===== config.mk =====
export PLATFORM = sky130hd
export DESIGN_NAME = luhn_nibble_framer
export DESIGN_NICKNAME = d
export VERILOG_FILES = /design/src/rtl/luhn_pkg.sv /design/src/rtl/luhn_nibble_buf.sv /design/src/rtl/luhn_nibble_framer.sv
export SDC_FILE = /design/constraint.sdc
export NUM_CORES = 1
export LEC_CHECK = 0
export BUFFER_PORTS_ARGS = -buffer_cell sky130_fd_sc_hd__buf_2
export CAP_MARGIN = 30
export CORE_UTILIZATION = 45
export DETAILED_ROUTE_END_ITERATION = 12
export GPL_TIMING_DRIVEN = 0
export PLACE_DENSITY = 0.67
export SYNTH_ARGS = -nofsm -noshare
export SYNTH_HDL_FRONTEND = slang
export SYNTH_SLANG_ARGS = --single-unit

===== constraint.sdc =====
create_clock -name clock -period 3.4 [get_ports clock]
set_input_delay 0.17 -clock clock [delete_from_list [all_inputs] [get_ports clock]]
set_output_delay 0.17 -clock clock [all_outputs]
set_load 0.02 [all_outputs]

===== src/rtl/luhn_pkg.sv =====
// Shared definitions for the Luhn mod-16 framer, checker and benches.
// Holds the interface widths, the framer state encoding and a nibble select helper.
package luhn_pkg;

    localparam int SIZE_W = 8;
    localparam int NIB_W  = 4;

    typedef enum logic [1:0] {
        FILL      = 2'd0,
        DRAIN     = 2'd1,
        SEND_SIZE = 2'd2,
        SEND_DATA = 2'd3
    } state_t;

    // Index bit 0 clear picks the high nibble, so bytes replay high nibble first.
    function automatic logic [NIB_W-1:0] nib_sel(input logic [2*NIB_W-1:0] b, input logic lo);
        return lo ? b[NIB_W-1:0] : b[2*NIB_W-1:NIB_W];
    endfunction

endpackage


===== src/rtl/luhn_nibble_buf.sv =====
// Byte-wide message buffer for the framer.
// Has one synchronous byte write port and one combinational nibble-indexed read port.
module luhn_nibble_buf
    import luhn_pkg::*;
#(
    parameter int DEPTH = 128,
    parameter int AW    = 7
) (
    input  logic                clock,
    input  logic                i_wr_en,
    input  logic [AW-1:0]       i_wr_addr,
    input  logic [2*NIB_W-1:0]  i_wr_data,
    input  logic [AW:0]         i_rd_nib,
    output logic [NIB_W-1:0]    o_rd_data
);

    logic [2*NIB_W-1:0] r_mem [0:DEPTH-1];

    always_ff @(posedge clock) begin
        if (i_wr_en) begin
            r_mem[i_wr_addr] <= i_wr_data;
        end
    end

    assign o_rd_data = nib_sel(r_mem[i_rd_nib[AW:1]], i_rd_nib[0]);

endmodule


===== src/rtl/luhn_nibble_framer.sv =====
// Buffers a byte-stream message, then offers its nibble count followed by its
// nibbles (high first) to the Luhn checker. Oversized messages are dropped.
module luhn_nibble_framer
    import luhn_pkg::*;
#(
    parameter int MAX_NIBBLES = 255
) (
    input  logic              clock,
    input  logic              rst_n,
    input  logic [7:0]        in_data,
    input  logic              in_valid,
    output logic              in_ready,
    input  logic              in_last,
    input  logic              in_odd,
    output logic [SIZE_W-1:0] size,
    output logic              size_valid,
    input  logic              size_ready,
    output logic [NIB_W-1:0]  data,
    output logic              data_valid,
    input  logic              data_ready,
    output logic              busy,
    output logic              ovf_err
);

    localparam int DEPTH = (MAX_NIBBLES + 1) / 2;
    localparam int AW    = (DEPTH < 2) ? 1 : $clog2(DEPTH);
    localparam logic [SIZE_W:0] MAX_W = (SIZE_W+1)'(MAX_NIBBLES);

    state_t            r_state;
    logic [SIZE_W-1:0] r_count;
    logic [SIZE_W-1:0] r_rd_idx;
    logic              r_ovf_err;

    logic [SIZE_W:0]   w_inc;
    logic [SIZE_W:0]   w_sum;
    logic              w_ovf;
    logic              w_wr_en;
    logic [NIB_W-1:0]  w_rd_nib;

    // Compare in 9 bits so a count near 255 can never wrap past the limit.
    assign w_inc   = (in_last && in_odd) ? (SIZE_W+1)'(1) : (SIZE_W+1)'(2);
    assign w_sum   = {1'b0, r_count} + w_inc;
    assign w_ovf   = (w_sum > MAX_W);
    assign w_wr_en = (r_state == FILL) && in_valid && !w_ovf;

    luhn_nibble_buf #(
        .DEPTH (DEPTH),
        .AW    (AW)
    ) u_buf (
        .clock     (clock),
        .i_wr_en   (w_wr_en),
        .i_wr_addr (r_count[AW:1]),
        .i_wr_data (in_data),
        .i_rd_nib  (r_rd_idx[AW:0]),
        .o_rd_data (w_rd_nib)
    );

    always_ff @(posedge clock) begin
        if (!rst_n) begin
            r_state   <= FILL;
            r_count   <= '0;
            r_rd_idx  <= '0;
            r_ovf_err <= 1'b0;
        end else begin
            r_ovf_err <= 1'b0;
            case (r_state)
                FILL: begin
                    if (in_valid) begin
                        if (w_ovf) begin
                            r_ovf_err <= 1'b1;
                            r_count   <= '0;
                            if (!in_last) begin
                                r_state <= DRAIN;
                            end
                        end else begin
                            r_count <= w_sum[SIZE_W-1:0];
                            if (in_last) begin
                                r_state <= SEND_SIZE;
                            end
                        end
                    end
                end
                DRAIN: begin
                    if (in_valid && in_last) begin
                        r_state <= FILL;
                    end
                end
                SEND_SIZE: begin
                    if (size_ready) begin
                        r_rd_idx <= '0;
                        r_state  <= SEND_DATA;
                    end
                end
                SEND_DATA: begin
                    if (data_ready) begin
                        r_rd_idx <= r_rd_idx + 1'b1;
                        if (r_rd_idx == r_count - 1'b1) begin
                            r_count <= '0;
                            r_state <= FILL;
                        end
                    end
                end
            endcase
        end
    end

    assign in_ready   = (r_state == FILL) || (r_state == DRAIN);
    assign size_valid = (r_state == SEND_SIZE);
    assign size       = size_valid ? r_count : '0;
    assign data_valid = (r_state == SEND_DATA);
    assign data       = data_valid ? w_rd_nib : '0;
    assign busy       = (r_state != FILL);
    assign ovf_err    = r_ovf_err;

endmodule


## Word level (Yosys, flattened, before mapping)

Memories as Yosys holds them, arrays and structs flattened. A register that Yosys moved wholly into a read port is not among the register bits.
Index checks and enable logic that the tools add are counted.

| word-level totals | value |
|---|---|
| bits in registers | 19 |
| memory bits (writable) | 1024 |
| bits of input ports | 15 |
| output and inout port bits | 17 |
| word-level logic and storage cells | 60 |
| memories kept | 1 |

Memories:

| memory | words | bits a word | rd ports | clocked after Yosys merged registers in | wr ports | RTL line | text |
|---|---|---|---|---|---|---|---|
| u_buf.r_mem | 128 | 8 | 1 | 1 | 1 | luhn_nibble_buf.sv:17 | `logic [2*NIB_W-1:0] r_mem [0:DEPTH-1];` |

| cells by class | value |
|---|---|
| add/sub/neg operators | 3 |
| order comparisons | 1 |
| equality and inequality tests | 11 |
| muxes and demuxes | 26 |
| reductions and logical operators | 14 |

Operators with widths:

| kind | number |
|---|---|
| 2-to-1 mux 8 bit | 7 |
| case mux 8 bit (2 select lines) | 2 |
| 2-to-1 mux 2 bit | 9 |
| 2-to-1 mux 7 bit | 2 |
| adder 8 x 2 -> 9 bit | 1 |
| > comparator 9 x 8 -> 1 bit (second input constant) | 1 |
| adder 8 x 1 -> 8 bit (second input constant) | 1 |
| == test 8 bit | 1 |
| 2-to-1 mux 4 bit | 2 |
| case mux 2 bit (4 select lines) | 1 |
| subtractor 8 x 1 -> 8 bit (second input constant) | 1 |
| AND reduction 7 bit | 1 |
| inequality test 2 x 1 -> 1 bit (second input constant) | 3 |
| inequality test 3 bit (second input constant) | 2 |
| AND reduction 3 bit | 2 |
| nonzero test 2 bit | 3 |
| == test 2 bit (second input constant) | 2 |
| logical AND 1 bit | 4 |
| inequality test 2 bit (second input constant) | 2 |
| AND reduction 4 bit | 1 |
| 2-to-1 mux 1 bit | 3 |
| == test 2 x 1 -> 1 bit (second input constant) | 1 |
| zero test 2 bit | 1 |
| zero test 1 bit | 1 |
| logical OR 1 bit | 1 |

## Longest topological paths before layout

Gate-level depths: netlist (run 1).

| depth | value |
|---|---|
| depth after elaboration | 8 |
| depth in mapped cells | 12 |
| gate-level depth less buffers | 11 |

## Modules after synthesis

Synthesis (run 1) repeated with hierarchy kept, for this count alone.

| second synthesis, totals | value |
|---|---|
| cell total of the unflattened synthesis | 2020 |
| area, all modules | 41217.0 µm² |

By module, submodules not included:

| module | times used | cells an instance | area an instance (µm²) |
|---|---|---|---|
| luhn_nibble_buf | 1 | 1847 | 39854.5 |
| luhn_nibble_framer | 1 | 173 | 1362.6 |

## Least setup slack after synthesis (run 1)

No wires, ideal clock.

| timing path | value |
|---|---|
| path type | register to register |
| start point | register r_count[1] |
| end point | register r_count[6] |
| arrival time | 2.650 ns |
| setup slack | 0.678 ns |
| stages on the path, launching flop included | 13 |
| buffers on the path | 3 |
| period minus slack after synthesis | 2.722 ns |
| path through | dfxtp_1 > buf_6 > inv_1 > ha_1 > buf_2 > o21ba_1 > a221oi_1 > a41oi_1 > nor4_4 > a31oi_2 > buf_6 > or4_4 > a21oi_2 |

| between the ends | value |
|---|---|
| longest elaborated chain between the ends | 5 |
| elaborated cells between the ends (all ways) | 9 |
| classes of those cells | add/sub (2); order compare (1); eq/ne (2); mux (3); reduce/logical (1) |

RTL lines:

| item | RTL line | text |
|---|---|---|
| start: declaration | luhn_nibble_framer.sv:30 | `logic [SIZE_W-1:0] r_count;` |
| start signal: assignment | luhn_nibble_framer.sv:76 | `r_count <= w_sum[SIZE_W-1:0];` |
| adder 8 x 2 -> 9 bit | luhn_nibble_framer.sv:42 | `assign w_sum = {1'b0, r_count} + w_inc;` |
| > comparator 9 x 8 -> 1 bit | luhn_nibble_framer.sv:43 | `assign w_ovf = (w_sum > MAX_W);` |
| 2-to-1 mux 8 bit | luhn_nibble_framer.sv:69 | `if (w_ovf) begin` |
| 2-to-1 mux 8 bit | luhn_nibble_framer.sv:68 | `if (in_valid) begin` |
| case mux 8 bit (2 select lines) | luhn_nibble_framer.sv:66 | `case (r_state)` |

Several ways; a longest one is shown, not always the timed one. The select of a mux whose other input is x is not followed.
A chain may end at the register's enable or synchronous reset.

==> results of run 1 <==
power groups by stage:
stage | clock network, mW | registers, mW | logic, mW
after detailed placement | 0 | 14.5 | 0.575
after global routing | 11.9 | 14.2 | 0.638
final | 11.4 | 14.2 | 0.614
after global placement | 0 | 14.5 | 0.501
after floorplan | 0 | 14.5 | 0.210
after CTS | 11.4 | 14.2 | 0.588
repair_timing:
action | in CTS | in global routing
hold buffers | 6 | 0
endpoints found under the hold margin | 64 | 0
pin swaps | 22 | 6
resized for setup | 357 | 80
setup buffers | 29 | 3
gates cloned | 3 | 0
endpoints found under the setup margin | 296 | 539
through the flow:
step	TNS, ns	cell area [sq um]
floorplan	0	41300
global placement	-103.09	42900
detailed placement	-93.90	43400
CTS	-1.40	48500
global route	-1.45	48700
finish	-3.33	48700
final cells by class:
cell class	count	share of cell area (%)
antenna	5	0.0257
buffer	114	2.82
clock buffer	122	5.61
clock inverter	69	1.28
inverter	14	0.126
multi-input combinational	887	20.7
sequential	1050	64.2
tap	1176	3.02
timing repair buffer	99	2.28
registers in the layout (all words and copies together) (netlist names), named ones only:
signal,count
u_buf.r_mem,1024
r_count,8
ovf_err,1
r_rd_idx,8
r_state,2
cells in the final DEF (no fill, tap or decap), types with 9 or more instances in the layout:
master	instances
edfxtp_1	1024
mux4_2	236
clkbuf_16	107
nor2_1	80
mux2i_1	74
nand2_1	70
nor2_2	68
buf_4	42
clkbuf_1	34
clkinv_1	32
a21oi_1	30
o22ai_1	28
buf_12	27
buf_8	26
buf_2	24
buf_16	23
o221ai_1	23
dfxtp_1	22
clkinv_2	20
nand3_1	20
clkbuf_2	19
a22oi_1	15
buf_6	12
and2_1	12
nor2_4	12
o21ai_0	11
nand4_1	11
clkbuf_4	10
nor3_1	10
bufinv_16	10
inv_1	9
critical path, cell delays in order, from the launching register on:
cell and delay [ns]:
dfxtp_4 0.44, buf_12 0.21, buf_12 0.20, buf_6 0.24, mux4_2 0.25, nand2_1 0.10, a32oi_1 0.36, o211ai_1 0.23
a32oi_4 0.40, a41o_1 0.29, buf_6 0.16
logic make-up (layout without fill, tap and decap cells):
logic type,Yosys count,in the layout,share of synthesized area [%]
adder cells (fa/ha/maj),5,5,0.170
buffers and inverters,131,418,1.54
XOR/XNOR,15,15,0.318
AO/OA/AOI/OAI,207,207,3.54
other,0,5,0
flip-flops,1050,1050,75.7
multiplexers,324,324,15.0
AND/OR/NAND/NOR,336,336,3.70
routing by layer:
metal	up-vias	track usage (%)
met2	1629	42.1
met5	-	0
met4	0	13.7
met1	12061	36.1
li1	9014	-
met3	378	7.35
worst min path at each step:
stage,start,endpoint,slack (ns),cells after the start
after CTS,in_odd,r_count[1],0.005,5
after detailed placement,rst_n,r_rd_idx[0],0.52,3
after global routing,in_data[7],u_buf.r_mem[81][7],0.04,1
final,in_odd,r_count[1],0.02,5
after floorplan,in_data[0],u_buf.r_mem[0][0],0.27,0
after global placement,rst_n,r_rd_idx[0],0.50,3
==> flow_summary.json, run 1 <==
{
  "ioPinCount": 32,
  "die_y_um": 305,
  "wire_per_inst_um": 36.1,
  "power_frac_seq_pct": 54.1,
  "combPwrFrac_pct": 2.3,
  "post-route-util_pct": 53.9,
  "cp-end-kind": "output pin",
  "drc": 0,
  "synth_seq_cells": 1050,
  "r2r_cells": 4,
  "syn_nets": 2088,
  "timing.rr.end": "u_buf.r_mem[51][3]",
  "worstPathRequired_ns": 3.23,
  "nFillCells": 6733,
  "vdd_drop_max_v": 0.000445,
  "initial_utilization_pct": 45.7,
  "synth.most_common_cell": "edfxtp_1",
  "endpoint": "data[3]",
  "async_flop_share_pct": 0,
  "hold_slack_ns": 0.0246,
  "place_hpwl_um": 82900,
  "areaGrowthSynthToFinish_pct": 18.0,
  "p_sw_mw": 5.41,
  "grt_setup_unrepaired": "yes",
  "htree_levels": 3,
  "max_clock_freq_mhz": 266,
  "route.met2.wl_um": 58400,
  "final_nets": 2291,
  "fin_skew_ns": 0.0230,
  "netlist_area_sq_mm": 0.0413,
  "slew_viol_final": 0,
  "synth_ff_type": "edfxtp_1",
  "grt_pass1_vias": 22727,
  "cp-start-kind": "flop",
  "gp_congestion": 1.02,
  "vias": 23082,
  "wl_met3_um": 14700,
  "fp.dieW_um": 305,
  "reg2reg_from": "r_count[5]",
  "violations": "setup timing",
  "layout_setup_ws_ns": -0.363,
  "critPathArrivalTime_ns": 3.59,
  "p_clk_share_pct": 43.5,
  "internal-power_mw": 20.9,
  "core_area_sq_mm": 0.0904,
  "yosysSeqAreaShare_pct": 75.7,
  "tightest_slew_ns": 1.23,
  "grt_overflow_total": 0,
  "drt_iter0_markers": 3568,
  "cts_buffers": 105,
  "antenna_found_initial": 1,
  "power_leakage_nw": 14.8,
  "synth_top_cell_by_area": "edfxtp_1",
  "syn_inst": 2068,
  "routed_wl_um": 127000,
  "synth_common_cells": "edfxtp_1 (1024), mux4_2 (236), nor2_1 (160), mux2i_1 (87), nand2_1 (70)",
  "fin_crit_sh_pct": 111,
  "rrSetupSlack_ns": -0.13,
  "io_buffers": 31,
  "rows": 110,
  "pre_cts_slack_ns": -1.27,
  "multiInputGateArea_sq_mm": 0.0101,
  "drt-pass1-iter-count": 6,
  "hold_class": "input pin to flop",
  "crit_type": "flop to output pin",
  "total_power_mw": 26.3,
  "path_clk_slew_ns": 0.06,
  "instances_no_fill": 3536,
  "routed_via_density": 6.53,
  "seq_area_sq_mm": 0.0313,
  "power_switching_share_pct": 20.6,
  "met1Wirelength_um": 46800,
  "clock_sinks": 1050,
  "synth_area_leaders": "edfxtp_1 (74%), mux4_2 (13%), mux2i_1 (2.1%)",
  "maxCapViolCount": 0,
  "p_per_area_mw_per_mm2": 539,
  "slew_headroom_pct": 17.8,
  "highest_layer": "met4",
  "hold_violations": 0,
  "root_buffer": "clkbuf_16",
  "yosysTopAreaCellShare_pct": 74.5,
  "clk_latency_ns": 0.67,
  "period_minus_slack_ns": 3.76,
  "ys_warn_count": 0,
  "dp.cells": 3300,
  "grt_pass1_wl_um": 176000,
  "synth_cell_type_count": 67,
  "die_area_sq_mm": 0.0930,
  "setup_violations": 51,
  "outcome": "complete, but fails checks",
  "grt_max_degree": 101,
  "cts_tree": "built",
  "track_usage_pct": 27.4,
  "clockBufferDepth": 3,
  "syn_avg_cell_area_sq_um": 20.0,
  "ant_nets": 0,
  "layout-drive-gt1-share_pct": 30.9,
  "synth_edf_count": 1024,
  "cp_max_fo": 11
}
(Power assumes the default switching activity.)
==> run 2, diff against run 1 <==
- CORE_MARGIN: default -> 3
==> flow_summary.json, run 2 (synthesis results as in run 1) <==
{
  "die_y_um": 309,
  "cp-end-kind": "output pin",
  "final_cell_mix": "edfxtp_1 (1024), mux4_2 (236), nor2_1 (111)",
  "fin_setup_tns_ns": -4.03,
  "nFillCells": 6803,
  "slew_viol_final": 0,
  "outcome": "complete, but fails checks",
  "initial_utilization_pct": 45.6,
  "min_from": "in_data[7]",
  "critical-path-max-stage-delay_ns": 0.56,
  "clockBufferDepth": 3,
  "htree_levels": 3,
  "p_per_area_mw_per_mm2": 543,
  "routed_via_density": 6.59,
  "period_minus_slack_ns": 3.80,
  "clk_latency_ns": 0.68,
  "cp-start-kind": "flop",
  "cp_slowest_cell": "mux4_2",
  "fin_area_sq_mm": 0.0487,
  "grt_pass1_wl_um": 175000,
  "antenna_found_initial": 2,
  "largest_reg_flops": 1024,
  "top_regs": "u_buf.r_mem: 1024 flops, r_count: 8 flops, r_rd_idx: 8 flops",
  "tightest_slew_ns": 1.40,
  "gp_congestion": 0.995,
  "root_buffer": "clkbuf_16",
  "fp.dieW_um": 309,
  "ioPinCount": 32,
  "largest-register": "u_buf.r_mem",
  "wire_per_inst_um": 35.6,
  "cp_max_fo": 8,
  "slew_headroom_pct": 6.83,
  "worstPathCellList": "buf_12 -> buf_16 -> mux4_2 -> mux4_2 -> o211ai_1 -> a32oi_2 -> a41o_2 -> buf_6",
  "power_leakage_nw": 14.9,
  "pre_cts_slack_ns": -1.19,
  "placed_cell_area_sq_mm": 0.0436,
  "cts_buffers": 104,
  "critPathArrivalTime_ns": 3.63,
  "maxCapViolCount": 0,
  "grt_max_degree": 108,
  "final_nets": 2310,
  "fin_crit_sh_pct": 112,
  "grt_pass1_vias": 22610,
  "vdd_drop_max_v": 0.000438,
  "routed_wl_um": 127000,
  "setup_violations": 68,
  "max_clock_freq_mhz": 263,
  "drt-pass1-iter-count": 7,
  "hold_violations": 0,
  "core_area_sq_mm": 0.0906,
  "layout-drive-gt1-share_pct": 29.6,
  "vias": 23388,
  "io_buffers": 31,
  "worst_path_dominant_cell_family": "multiplexers",
  "clock_sinks": 1050,
  "crit_type": "flop to output pin",
  "ant_nets": 0,
  "path_buf_inv": 3,
  "areaGrowthSynthToFinish_pct": 17.8,
  "crit_top_cell": "mux4_2",
  "rrSetupSlack_ns": -0.08,
  "worstPathRequired_ns": 3.23,
  "hold_class": "input pin to flop",
  "track_usage_pct": 26.7,
  "total_power_mw": 26.4,
  "place_hpwl_um": 83800,
  "reg2reg_from": "r_state[1]",
  "cts_tree": "built",
  "final_common_cell": "edfxtp_1",
  "fin_skew_ns": 0.0358,
  "layout_setup_ws_ns": -0.399,
  "violations": "setup timing",
  "path_clk_slew_ns": 0.06,
  "grt_setup_unrepaired": "yes",
  "die_area_sq_mm": 0.0954,
  "drc": 0,
  "drt_iter0_markers": 3949,
  "rows": 110,
  "grt_overflow_total": 0
}
run 2: cell count changes in the layout (fill, tap and decap cells not counted), sizes merged:
cell         before  now
clkinvlp          6    3
bufbuf            0    1
diode             5    1
buf             156  174
clkbuf          173  178
dlygate4sd3       6    8
inv              13   15
clkinv           54   45
bufinv           10   13
run 2: timing repair:
action | in CTS | in global routing
resized for setup | 268 | 77
hold endpoints to repair | 124 | 0
endpoints found under the setup margin | 237 | 295
hold buffers | 8 | 0
buffers inserted | 26 | 13
pin swaps | 12 | 7
gates cloned | 1 | 0
run 2: report_power, final:
part / total [mW] / switching (mW) / internal, mW
clock network: 11.6 / 4.85 / 6.72
registers: 14.2 / 0.0125 / 14.2
logic: 0.612 / 0.451 / 0.160
run 2: metrics by stage:
step | instances | utilization (%) | hold slack [ns]
after floorplan | 2068 | - | 0.269
after detailed placement | 3311 | 48.1 | 0.545
after global placement | 3275 | 47.4 | 0.538
after CTS | 3534 | 53.3 | 0.00720
after global routing | 3550 | 53.7 | 0.0401
final | 3551 | 53.7 | 0.0272
run 2: final cells by class:
| cell class | count | area [sq um] | area share, % |
|---|---|---|---|
| clock inverter | 62 | 662 | 1.36 |
| buffer | 114 | 1280 | 2.63 |
| sequential | 1050 | 31300 | 64.3 |
| timing repair buffer | 119 | 1340 | 2.75 |
| inverter | 14 | 63.8 | 0.131 |
| tap | 1176 | 1470 | 3.02 |
| clock buffer | 128 | 2750 | 5.64 |
| multi-input combinational | 887 | 9820 | 20.2 |
| antenna | 1 | 2.50 | 0.00514 |
run 2: worst paths after layout:
check,end,cells after the start
min reg2reg,flop,2
max,data[1],8
min,u_buf.r_mem[75][7],1
max reg2reg,u_buf.r_mem[77][7],7
run 2: routing by layer:
metal  routed length (um)  share of wire, %  global-route usage, %
met4                 7680               6.1                   12.5
met5                   11            0.0087                      0
met3                17300                14                   8.23
met1                45300                36                   36.1
met2                56300                44                   40.2
